File: config.mk
export PLATFORM = sky130hd
export DESIGN_NAME = serial_adder
export DESIGN_NICKNAME = d
export VERILOG_FILES = /design/src/rtl/serial_adder_pkg.sv /design/src/rtl/full_adder.sv /design/src/rtl/serial_adder.sv
export SDC_FILE = /design/constraint.sdc
export NUM_CORES = 1
export LEC_CHECK = 0
export BUFFER_PORTS_ARGS = -buffer_cell sky130_fd_sc_hd__clkbuf_2
export CORE_MARGIN = 5
export CORE_UTILIZATION = 46
export CTS_CLUSTER_SIZE = 28
export DETAILED_ROUTE_END_ITERATION = 12
export PLACE_DENSITY_LB_ADDON = 0.3
export SYNTH_ARGS = -nofsm -noshare
export SYNTH_HDL_FRONTEND = slang
export SYNTH_SLANG_ARGS = --single-unit
File: constraint.sdc
create_clock -name clk -period 1.33 [get_ports clk]
set_input_delay 0.133 -clock clk [delete_from_list [all_inputs] [get_ports clk]]
set_output_delay 0.133 -clock clk [all_outputs]
set_load 0.02 [all_outputs]
File: src/rtl/serial_adder_pkg.sv
// serial_adder_pkg -- shared types and constants for the bit-serial adder.
//   state_t        : FSM state encoding (IDLE / RUN / DONE)
//   DEFAULT_WIDTH  : default operand width
//   cnt_width()    : bits needed to count 0..width-1 (never less than 1)
package serial_adder_pkg;

    typedef enum logic [1:0] {
        IDLE = 2'd0,
        RUN  = 2'd1,
        DONE = 2'd2
    } state_t;

    localparam int DEFAULT_WIDTH = 8;

    function automatic int cnt_width(input int width);
        return (width > 1) ? $clog2(width) : 1;
    endfunction

endpackage

File: src/rtl/full_adder.sv
// full_adder -- single-bit full adder cell.
//   a, b, cin : addend bits and carry in
//   s, cout   : sum bit and carry out
module full_adder (
    input  logic a,
    input  logic b,
    input  logic cin,
    output logic s,
    output logic cout
);

    assign s    = a ^ b ^ cin;
    assign cout = (a & b) | (cin & (a ^ b));

endmodule

File: src/rtl/serial_adder.sv
// serial_adder -- bit-serial adder (optionally subtractor), one bit per clock,
// LSB first, with valid/ready handshakes on both sides.
//   clk, rst_n          : clock, asynchronous active-low reset
//   in_valid / in_ready : operand handshake (accepted only in IDLE)
//   a, b                : WIDTH-bit operands
//   sub                 : 1 = a-b (present only when SERIAL_ADDER_SUB_EN is defined)
//   out_valid/out_ready : result handshake (result held in DONE until taken)
//   sum, cout, overflow : result, final carry, signed overflow
// Build option: define SERIAL_ADDER_SUB_EN to add the sub port and subtraction.
module serial_adder
    import serial_adder_pkg::*;
#(
    parameter int WIDTH = DEFAULT_WIDTH
) (
    input  logic             clk,
    input  logic             rst_n,
    input  logic             in_valid,
    output logic             in_ready,
    input  logic [WIDTH-1:0] a,
    input  logic [WIDTH-1:0] b,
`ifdef SERIAL_ADDER_SUB_EN
    input  logic             sub,
`endif
    output logic             out_valid,
    input  logic             out_ready,
    output logic [WIDTH-1:0] sum,
    output logic             cout,
    output logic             overflow
);

    localparam int             CW   = cnt_width(WIDTH);
    localparam logic [CW-1:0]  LAST = CW'(WIDTH - 1);

    state_t           state_q, state_d;
    logic [WIDTH-1:0] a_q, a_d;
    logic [WIDTH-1:0] b_q, b_d;
    logic [WIDTH-1:0] sum_q, sum_d;
    logic [CW-1:0]    cnt_q, cnt_d;
    logic             carry_q, carry_d;
    logic             cout_q, cout_d;
    logic             ovf_q, ovf_d;

    logic             sub_in;
    logic             fa_s, fa_cout;
    logic [WIDTH-1:0] sum_shift;

`ifdef SERIAL_ADDER_SUB_EN
    assign sub_in = sub;
`else
    assign sub_in = 1'b0;
`endif

    // Operands are shifted right each RUN edge, so bit 0 is always the live bit.
    full_adder u_fa (
        .a    (a_q[0]),
        .b    (b_q[0]),
        .cin  (carry_q),
        .s    (fa_s),
        .cout (fa_cout)
    );

    // New result bit enters at the MSB; after WIDTH edges the LSB has arrived at bit 0.
    generate
        if (WIDTH == 1) begin : g_w1
            assign sum_shift = fa_s;
        end else begin : g_wn
            assign sum_shift = {fa_s, sum_q[WIDTH-1:1]};
        end
    endgenerate

    always_comb begin
        state_d = state_q;
        a_d     = a_q;
        b_d     = b_q;
        sum_d   = sum_q;
        cnt_d   = cnt_q;
        carry_d = carry_q;
        cout_d  = cout_q;
        ovf_d   = ovf_q;
        case (state_q)
            IDLE: begin
                if (in_valid) begin
                    a_d     = a;
                    // Subtraction: a + ~b + 1, the +1 coming in as the initial carry.
                    b_d     = b ^ {WIDTH{sub_in}};
                    carry_d = sub_in;
                    cnt_d   = '0;
                    state_d = RUN;
                end
            end
            RUN: begin
                a_d     = a_q >> 1;
                b_d     = b_q >> 1;
                sum_d   = sum_shift;
                carry_d = fa_cout;
                cnt_d   = cnt_q + CW'(1);
                if (cnt_q == LAST) begin
                    cout_d  = fa_cout;
                    // carry_q here is the carry into the MSB.
                    ovf_d   = carry_q ^ fa_cout;
                    state_d = DONE;
                end
            end
            DONE: begin
                if (out_ready) state_d = IDLE;
            end
            default: state_d = IDLE;
        endcase
    end

    always_ff @(posedge clk or negedge rst_n) begin
        if (!rst_n) begin
            state_q <= IDLE;
            a_q     <= '0;
            b_q     <= '0;
            sum_q   <= '0;
            cnt_q   <= '0;
            carry_q <= 1'b0;
            cout_q  <= 1'b0;
            ovf_q   <= 1'b0;
        end else begin
            state_q <= state_d;
            a_q     <= a_d;
            b_q     <= b_d;
            sum_q   <= sum_d;
            cnt_q   <= cnt_d;
            carry_q <= carry_d;
            cout_q  <= cout_d;
            ovf_q   <= ovf_d;
        end
    end

    assign in_ready  = (state_q == IDLE);
    assign out_valid = (state_q == DONE);
    assign sum       = sum_q;
    assign cout      = cout_q;
    assign overflow  = ovf_q;

endmodule

======== Yosys cells after proc, flatten, opt, wreduce, memory -nomap -nowiden ========
Index checks and enable logic that the tools add are counted.
word-level totals
  flip-flop bits (word level) ............. 32
  input bits .............................. 20
  output and inout bits ................... 12
  logic and storage cells ................. 38
operators by class
  add/subtract/negate cells ............... 1
  equal/unequal tests ..................... 6
  mux-type cells .......................... 12
  bitwise operators ....................... 6
  reductions and logical operators ........ 5
operators with widths
  kind                   number
  $pmux W8 S2            2
  $mux W8                2
  $mux W2                3
  $pmux W2 S3            1
  $pmux W3 S2            1
  $ne A2 B2 Y1 const B   2
  $reduce_and A2 Y1      2
  $add A3 B1 Y3 const B  1
  $eq A3 B3 Y1 const B   1
  $mux W3                1
  $reduce_and A3 Y1      1
  $xor A1 B1 Y1          3
  $and A1 B1 Y1          2
  $eq A2 B1 Y1 const B   1
  $eq A2 B2 Y1 const B   1
  $logic_not A2 Y1       1
  $ne A2 B1 Y1 const B   1
  $pmux W1 S2            1
  $reduce_bool A2 Y1     1
  $mux W1                1
  $or A1 B1 Y1           1

======== Longest topological paths before layout ========
Gate-level depths: netlist of run 1.
  depth after elaboration ................. 4
  mapped depth ............................ 5
  mapped depth without buffers ............ 5

======== Modules after synthesis ========
A second synthesis of run 1 with hierarchy kept.
unflattened totals
  cell total of the unflattened synthesis .. 133
  area, all modules ....................... 1490.2 um^2
by module, submodules not included
  module        instances  cells each  area each (um^2)  seq. area each (um^2)
  serial_adder  1          132         1470.2            800.8
  full_adder    1          1           20.0              0.0

======== Worst setup path before layout of run 1 ========
No wires, ideal clock.
  path kind ............................... flip-flop to flip-flop
  from .................................... register state_q[1]
  to ...................................... register b_q[2]
  arrival time ............................ 1.220 ns
  setup slack ............................. -0.013 ns
  cell stages (with the launch flop) ...... 6
  buffers on the path ..................... 2
  cells stage by stage .................... dfrtp_1 -> buf_4 -> buf_2 -> nor2_1 -> nand3b_1 -> o221a_2
on the way
  longest elaborated chain between the ends .. 3
  elaborated cells between the ends (all ways) .. 6
  classes of those cells .................. eq/ne: 2; mux: 1; reduce/logical: 3
RTL lines
  item                                                          RTL line             source
  from (decl)                                                   serial_adder.sv:34   state_t state_q, state_d;
  from (signal assigned)                                        serial_adder.sv:122  state_q <= state_d;
  $logic_not A2 Y1 *                                            n/a
  named net in_ready                                            serial_adder.sv:18   output logic in_ready,
  $ne A2 B2 Y1 (no line) or $reduce_bool A2 Y1 (tied branches)  n/a
  $reduce_and A2 Y1 (no line)                                   n/a
  to (signal assigned)                                          serial_adder.sv:115  b_q <= '0;
  to (signal assigned)                                          serial_adder.sv:124  b_q <= b_d;
  to (decl)                                                     serial_adder.sv:36   logic [WIDTH-1:0] b_q, b_d;
Mark *: on every way through the listed nets, which the timed path passes. The rest lies on a longest branch.
A chain may end at the register's enable or synchronous reset.

======== Final worst setup path of run 1 ========
  from .................................... register state_q[0]
  to ...................................... register b_q[0]
on the way
  longest elaborated chain between the ends .. 3
  elaborated cells between the ends (all ways) .. 6
  classes of those cells .................. eq/ne: 2; mux: 1; reduce/logical: 3
RTL lines
  item                                                          RTL line            source
  $eq A2 B1 Y1 or $logic_not A2 Y1 (tied branches)              serial_adder.sv:80  case (state_q)
  $reduce_bool A2 Y1 (no line) or $ne A2 B2 Y1 (tied branches)  n/a
  $reduce_and A2 Y1 (no line)                                   n/a
Several ways; a longest one is shown, not always the timed one.

==> summary.md, run 1 <==
The worst clock skew was 0.00808 ns; the fraction of power spent switching nets was 0.369. Shortest clock period the worst path allows after layout: 1.38 ns. In the post-synthesis netlist, the biggest area contributors are dfrtp_1, nand2_1, o22a_1. The mean instance size in the synthesized netlist is 10.7 sq um.

Number of pins exceeding their max-slew limit in the final report: 0. For this block, the initial DRC count from the detailed router was 54. The tools report the sum of routed wire length over all layers as 3210 um. The portion of synthesized cell area occupied by the leading cell type works out to 0.546.

By count the netlist is led by nand2_1, dfrtp_1, o22a_1, o21ai_0, nand3b_1. IR analysis of the VDD net gives a maximum drop of 0.996 mV. Summed over all nets, the half-perimeter wirelength after detailed placement is 2270 um. Based on the critical path, the design can be clocked at up to 726 MHz. Power spread over the standard cell area amounts to 2330 nW/um^2. The width of the die is 66.5 um, and the total via count in the routed design is 1201. The tools report the leakage dissipation as 0.971 nW. Count of antenna-violating nets left after detailed routing: 0.

The tightest min-delay check is of the input pin to flop type. Setup repair after global routing could not meet its margin everywhere. The CTS clock-pin slew for the worst setup and hold paths works out to 0.10 ns.

The area growth from synthesis to layout is 33.0%. Among all cell types in the netlist, the one instantiated most often is nand2_1. The cell type with the highest aggregate area in the netlist is dfrtp_1.

The tools report the initial cell density of the core as 0.481. The final reports fail on setup timing. The worst slew margin relative to its limit is 0.731, and the part of the total power dissipated in the clock network is 0.161.

The average wire per cell in the routed design came out at 13.7 um. Final design utilization: 0.639. The tools report the combinational group share of total power as 0.466. After detailed routing, the number of vias per cell comes to 5.13. The tools report the critical path capture point as b_q[0]. The repair_antennas step left the layout with diodes totalling 0. The run gives 4420 sq um as the floorplan die area. For this run, design rule violations remaining after detail routing come to 0. STA classifies the critical path startpoint as a flop. The post-route clock period utilization came out at 1.04.

The final total negative setup slack came out at -0.0849 ns. The final setup slack of the worst path came out at -0.0478 ns. Entering global routing, the biggest net connects 33 pins. For this run, the number of standard cells in the final layout without fillers is 234.

The logs give 32 for the I/O pin count and 4.54 mW for the post-layout total power. The internal power summed over all cells is 2.87 mW. The run finished, with violations left. The clock root buffer was clkbuf_4.

The region available for standard cell placement spans 3050 sq um. The overall fraction of global-route tracks in use came out at 0.162. The via count of the first global-routing pass was 1221; the initial antenna violation count was 0. The final-report hold violation count came out at 0. The run gives 0.546 as the sequential element share of the synthesized area. The die extent in y was 66.5 um. The tools report the launching point of the worst reg2reg path as state_q[0]. Counting every net in the synthesized netlist gives 160. Among all flip-flop cells after synthesis, the most frequent one is dfrtp_1. At the pin with the least slew margin, the transition time is 0.404 ns. The first global-routing pass estimated 5330 um of wire. Critical setup path kind: flop to flop. Synthesis inferred 32 register bits. The run gives 0 as the total grt overflow. Once placement completed, the tool counted placed cells totaling 213. The synthesized netlist contains 29 unique library cells. The synthesized design contains 0 enable-type register cells. For flop-to-flop paths, the worst setup slack is -0.05 ns. The worst register-to-register path has a depth of 5. The congestion estimate from routability-driven global placement came to 0.777. The H-tree was split into 2 levels. TritonCTS built the clock tree. The async set-reset flop share out of synthesis is 1.00, and the number of port buffers is 31. Data on the critical path is required at its endpoint by 1.56 ns. The tools report the number of buffers between clock root and the deepest sink as 2. Origin of the worst setup path: state_q[0].

In this run the power spent charging and discharging nets is 1.67 mW. The detailed-routing iteration count for the pre-antenna-repair pass was 4; the reported max-cap violation count was 0. The number of clock buffers added by TritonCTS is 5. Proportion of layout cells with a drive suffix above 1: 0.368. In the final design database the tool counted 212 nets. In the synthesized netlist, the number of instances is 137. Summing every instance area after synthesis gives 1470 sq um.

In this run the critical register-to-register path is captured at b_q[0]. The run gives 32 as the total number of clock tree sinks. For the proportion of power drawn by flip-flops and latches, the log shows 0.373. For the final count of negative-setup-slack endpoints, the log shows 4. The clock reaches the later pin of the worst-skew pair after 0.34 ns.

The worst setup path is captured at a flop. The logs give 264 for the layout filler cell count and 0 for the number of warnings reported in the yosys synthesis log. STA puts the critical path data arrival time at 1.60 ns. The standard-cell row count was 20; the maximum fanout count along the critical path was 8.
## how the worst min path moves through the flow
stage	cells past startpoint	start	end	slack, ns
5_1_grt	3	b[7]	b_q[7]	0.03
3_3_place_gp	2	rst_n	sum[0]	0.17
4_1_cts	3	b[7]	b_q[7]	0.02
3_5_place_dp	2	rst_n	sum[0]	0.18
2_1_floorplan	0	rst_n	a_q[0]	-0.16
6_report	3	b[7]	b_q[7]	0.03
## per-layer routing
layer	global-route usage	share of wire	routed length (um)
met5	0	0	0
met4	0.0964	0.035	111
met3	0.0472	0.061	195
met2	0.268	0.48	1550
met1	0.184	0.42	1350
## what timing repair did
| action | CTS | global route |
|---|---|---|
| pin swaps | 1 | 4 |
| setup endpoints to repair | 2 | 23 |
| buffers inserted | 5 | 6 |
| hold buffers | 2 | 0 |
| hold endpoints to repair | 33 | 0 |
| gates cloned | 0 | 0 |
| gates resized for setup | 10 | 13 |
## placed cells by master (no fill, tap or decap), types with 4 or more instances in the layout
| cell | instances |
|---|---|
| buf_4 | 13 |
| buf_6 | 5 |
| clkbuf_2 | 29 |
| clkbuf_4 | 5 |
| dfrtp_1 | 31 |
| nand2_1 | 32 |
| nand2b_1 | 4 |
| nand3b_1 | 5 |
| o21ai_0 | 5 |
| o21ai_1 | 5 |
| o22a_1 | 14 |
## stage by stage
stage	hold slack [ns]	worst slack, ns	cell area, sq um
global route	0.0318	-0.109	1950
detailed placement	0.181	0.0615	1690
global placement	0.170	0.0424	1690
finish	0.0260	-0.0478	1950
CTS	0.0160	-0.0157	1860
floorplan	-0.163	0.106	1470
## area by class of cell
cell class / instances / area, sq um / share of cell area
Clock inverter: 3 / 42.5 / 0.0218
Inverter: 5 / 26.3 / 0.0135
Multi-Input combinational cell: 93 / 619 / 0.317
Tap cell: 44 / 55.1 / 0.0282
Sequential cell: 32 / 802 / 0.411
Clock buffer: 5 / 37.5 / 0.0192
Timing Repair Buffer: 52 / 369 / 0.189
## kinds of logic (layout without fill, tap and decap cells)
logic type	Yosys count	after routing	synth area share
buffers and inverters	12	65	0.0460
AO/OA/AOI/OAI	37	37	0.193
flip-flops	32	32	0.546
adder cells (fa/ha/maj)	3	3	0.0307
AND/OR/NAND/NOR	52	52	0.179
XOR/XNOR	1	1	0.00597
## critical path: stages, from the launching register on
cell	delay, ns
dfrtp_1	0.43
buf_6	0.16
buf_6	0.12
nor2b_4	0.13
buf_12	0.13
a221o_1	0.30
## power by group through the flow
| stage | combinational (mW) | sequential, mW | clock [mW] |
|---|---|---|---|
| 2_1_floorplan | 1.16 | 1.80 | 0 |
| 3_3_place_gp | 1.69 | 1.71 | 0 |
| 3_5_place_dp | 1.75 | 1.74 | 0 |
| 4_1_cts | 1.89 | 1.70 | 0.743 |
| 5_1_grt | 2.36 | 1.75 | 0.790 |
| 6_report | 2.12 | 1.69 | 0.732 |
## state kept, by name, indices dropped and copies added (netlist names)
signal and cells:
b_q 8, state_q 2, overflow 1, carry_q 1, a_q 8, sum 8, cnt_q 3, cout 1
Note: power is estimated with default switching activity, not from simulation.
==> inputs of run 2 (changes only) <==
--- a/config.mk
+++ b/config.mk
@@ -13,4 +13,5 @@
 export PLACE_DENSITY_LB_ADDON = 0.3
 export SYNTH_ARGS = -nofsm -noshare
 export SYNTH_HDL_FRONTEND = slang
+export SYNTH_HIERARCHICAL = 1
 export SYNTH_SLANG_ARGS = --single-unit
==> summary.md, run 2 <==
The total power divided by cell area was 2350 nW/um^2; the number of register bits inferred by synthesis was 32. Net count after synthesis: 156. The multi-input combinational cells in the finished layout cover a total of 639 sq um. The H-tree was split into 2 levels. The shortest clock period the worst path allows after layout was 1.33 ns; the final setup slack of the worst path was -0.00137 ns.

Overall fraction of global-route tracks in use: 0.162. The tools report the detailed-routing iteration count for the pre-antenna-repair pass as 4. In this run, distinct cell masters in the synthesized netlist total 30.

Synthesis handed over a netlist of 133 instances. Sorting the synthesized cells by how often they occur yields dfrtp_1, nand2_1, o22a_1, nand3b_1. The run gives 1.68 mW as the switching power of the nets. Data on the critical path arrives at its endpoint at 1.56 ns. Mean instance size in the synthesized netlist: 11.2 sq um. The class of the tightest hold or removal check is input pin to flop.

The count of cells along the worst hold path is 3, and the layout filler cell count is 274. For the layout net count, the log shows 204. The final reports fail on setup timing. Proportion of layout cells with a drive suffix above 1: 0.376. The number of port buffers came out at 31. Traced cell by cell, the critical path runs through fa_2, xor2_1, mux2_4. The async set-reset flop share out of synthesis was 1.00. The endpoint identified for the worst register-to-register timing path is overflow. The cell depth of the worst flop-to-flop path is 3, and the I/O pin count is 32. The die covers 4480 sq um. The die extent in y was 66.9 um. The part of the total power dissipated in the clock network came out at 0.114. The clock root buffer is clkbuf_4. The run finished, with violations left.

In this run the cell area of the synthesized design comes to 1490 sq um. The number of synthesized flops with an enable pin was 0. For the initial cell density of the core, the log shows 0.484. For the number of pins exceeding their max-slew limit in the final report, the log shows 0. Worst slew margin relative to its limit: 0.737. The total grt overflow is 0, and the antenna diode count is 0. For the count of antenna-violating nets left after detailed routing, the log shows 0. The worst setup path is of the flop to flop kind.

The standard-cell row count was 20. The post-route clock period utilization is 1.00, and the maximum number of pins on one net before global-route repair is 33. The buffers plus inverters on the worst setup path was 0. Among cell families on the critical path, the largest total delay comes from flip-flops. After synthesis, the cell types taking the most area are dfrtp_1, o22a_1, nand2_1.

Cell type with the highest aggregate area in the netlist: dfrtp_1. The post-detailed-route DRC marker count is 0, and the maximum fanout count along the critical path is 2. The run gives 1 as the final count of negative-setup-slack endpoints.

The detailed-route vias per instance was 5.20. For this run, the top clock speed supported by timing is 751 MHz. In the final routed layout, each cell accounts on average for 13.7 um. The internal power of the cells totals 2.76 mW.

The tools report the endpoint kind of the worst setup timing path as a flop. The sequential element share of the synthesized area was 0.537; the proportion of power drawn by flip-flops and latches was 0.389. The analysis attributes to cell leakage a power of 0.945 nW.

VDD sags by at most 1.07 mV. In the synthesized netlist the dominant register cell turns out to be dfrtp_1. The portion of synthesized cell area occupied by the leading cell type came out at 0.537. The run gives 0.497 as the combinational group share of total power.

Detailed placement finished with a half-perimeter wire length of 2280 um. Relative to the synthesized area, the layout overhead comes to 26.5%. Between clock sinks in the finished design, the worst skew comes to 0.00613 ns. Reported max-cap violation count: 0.

The clock passes through at most 2 buffers. The total number of clock tree sinks came out at 32. The startpoint of the lowest-slack hold path is b[7].

For the worst hold slack after final layout, the log shows 0.0372 ns. The path with the worst hold slack has its endpoint at b_q[7]. The top cell types in the final layout, fill and taps aside, are nand2_1, dfrtp_1, clkbuf_2. The transition time of the tightest slew-check pin was 0.395 ns; the CTS clock-pin slew for the worst setup and hold paths was 0.09 ns.

Setup repair after global routing could not meet its margin everywhere. TritonCTS built the clock tree. The area taken by flip-flops and latches was 803 sq um.

For the DRC marker count from the first detailed-route iteration, the log shows 39. The launching point of the worst reg2reg path is carry_q. The width of the die works out to 66.9 um. The core footprint is 3080 sq um, and the placer congestion estimate is 0.827.

Via count of the first global-routing pass: 1226. Fraction of power spent switching nets: 0.378. The commonest non-fill, non-tap cell in the layout is nand2_1. The logs give 0 for the final-report hold violation count and 1169 for the total via count in the routed design. For the final routed database, the setup TNS stands at -0.00137 ns.

Yosys printed 6 warnings. Summed over all layers, the routed wires come to 3080 um. The first global-routing pass estimated 5350 um of wire.

The later pin in the worst-skew pair is clocked with a latency of 0.33 ns. STA classifies the critical path startpoint as a flop. For the worst setup path, the data required time is 1.56 ns. The run gives 5 as the number of clock buffers inserted by TritonCTS. On the worst path, the slowest cell contributes a delay of 0.41 ns.

Cell at the slowest stage of the critical path: dfrtp_1. The run gives 0 as the initial antenna violation count. Register-to-register setup slack: -0.001 ns.
-- run 2: cells by family (layout without fill, tap and decap cells) --
family | count (synthesis) | after routing | synth area share
xor gates and xnor gates | 1 | 1 | 0.00588
muxes | 2 | 2 | 0.0202
adders and majority gates | 3 | 3 | 0.0302
buffers and inverters | 10 | 58 | 0.0462
AOI/OAI and AO/OA | 33 | 33 | 0.179
and+or+nand+nor | 52 | 52 | 0.181
DFF | 32 | 32 | 0.537
-- run 2: worst max-delay path by stage --
stage	startpoint	endpoint	slack, ns	cells past startpoint
2_1_floorplan	a_q[0]	overflow	-0.008	3
3_3_place_gp	a_q[0]	overflow	0.005	3
6_report	carry_q	overflow	-0.001	3
4_1_cts	state_q[0]	in_ready	-0.008	3
3_5_place_dp	a_q[0]	overflow	-0.01	3
5_1_grt	carry_q	overflow	-0.05	3
-- run 2: final cells by class --
type	instances	share of cell area
tap	44	0.0292
clock buffer	6	0.0219
timing repair buffer	49	0.175
sequential	32	0.426
multi-input combinational	91	0.339
clock inverter	1	0.00265
inverter	2	0.00664
-- run 2: power by group through the flow --
stage / clock network (mW) / logic [mW] / registers, mW
after floorplan: 0 / 1.32 / 1.83
after detailed placement: 0 / 2.05 / 1.76
final: 0.503 / 2.20 / 1.73
after CTS: 0.522 / 2.21 / 1.73
after global routing: 0.584 / 2.43 / 1.79
after global placement: 0 / 1.97 / 1.73
-- run 2: metrics by stage --
step | cells | util | worst slack, ns | instance area, sq um | power, mW
6_report | 225 | 0.613 | -0.00137 | 1890 | 4.43
5_1_grt | 225 | 0.613 | -0.0536 | 1890 | 4.80
4_1_cts | 225 | 0.609 | -0.00774 | 1870 | 4.46
3_5_place_dp | 212 | 0.567 | -0.0138 | 1750 | 3.81
3_3_place_gp | 212 | 0.567 | 0.00509 | 1750 | 3.70
2_1_floorplan | 133 | - | -0.00846 | 1500 | 3.15
-- run 2: worst min-delay path: cells and delay by family --
family                 cells  cell delay [ns]
AO/OA/AOI/OAI              1             0.07
AND/OR/NAND/NOR            1             0.05
buffers and inverters      1             0.08
-- run 2: timing repair --
action,CTS,global route
pin swaps,2,1
hold buffers,2,0
hold endpoints to repair,33,0
endpoints found under the setup margin,4,7
buffers inserted,4,0
resized for setup,10,4
-- run 2: per-layer routing --
layer / wire (um) / GRT usage / vias to the layer above
li1: - / - / 566
met1: 1320 / 0.189 / 555
met2: 1490 / 0.272 / 42
met3: 229 / 0.0438 / 6
met4: 42 / 0.0810 / 0
met5: 0 / 0 / -
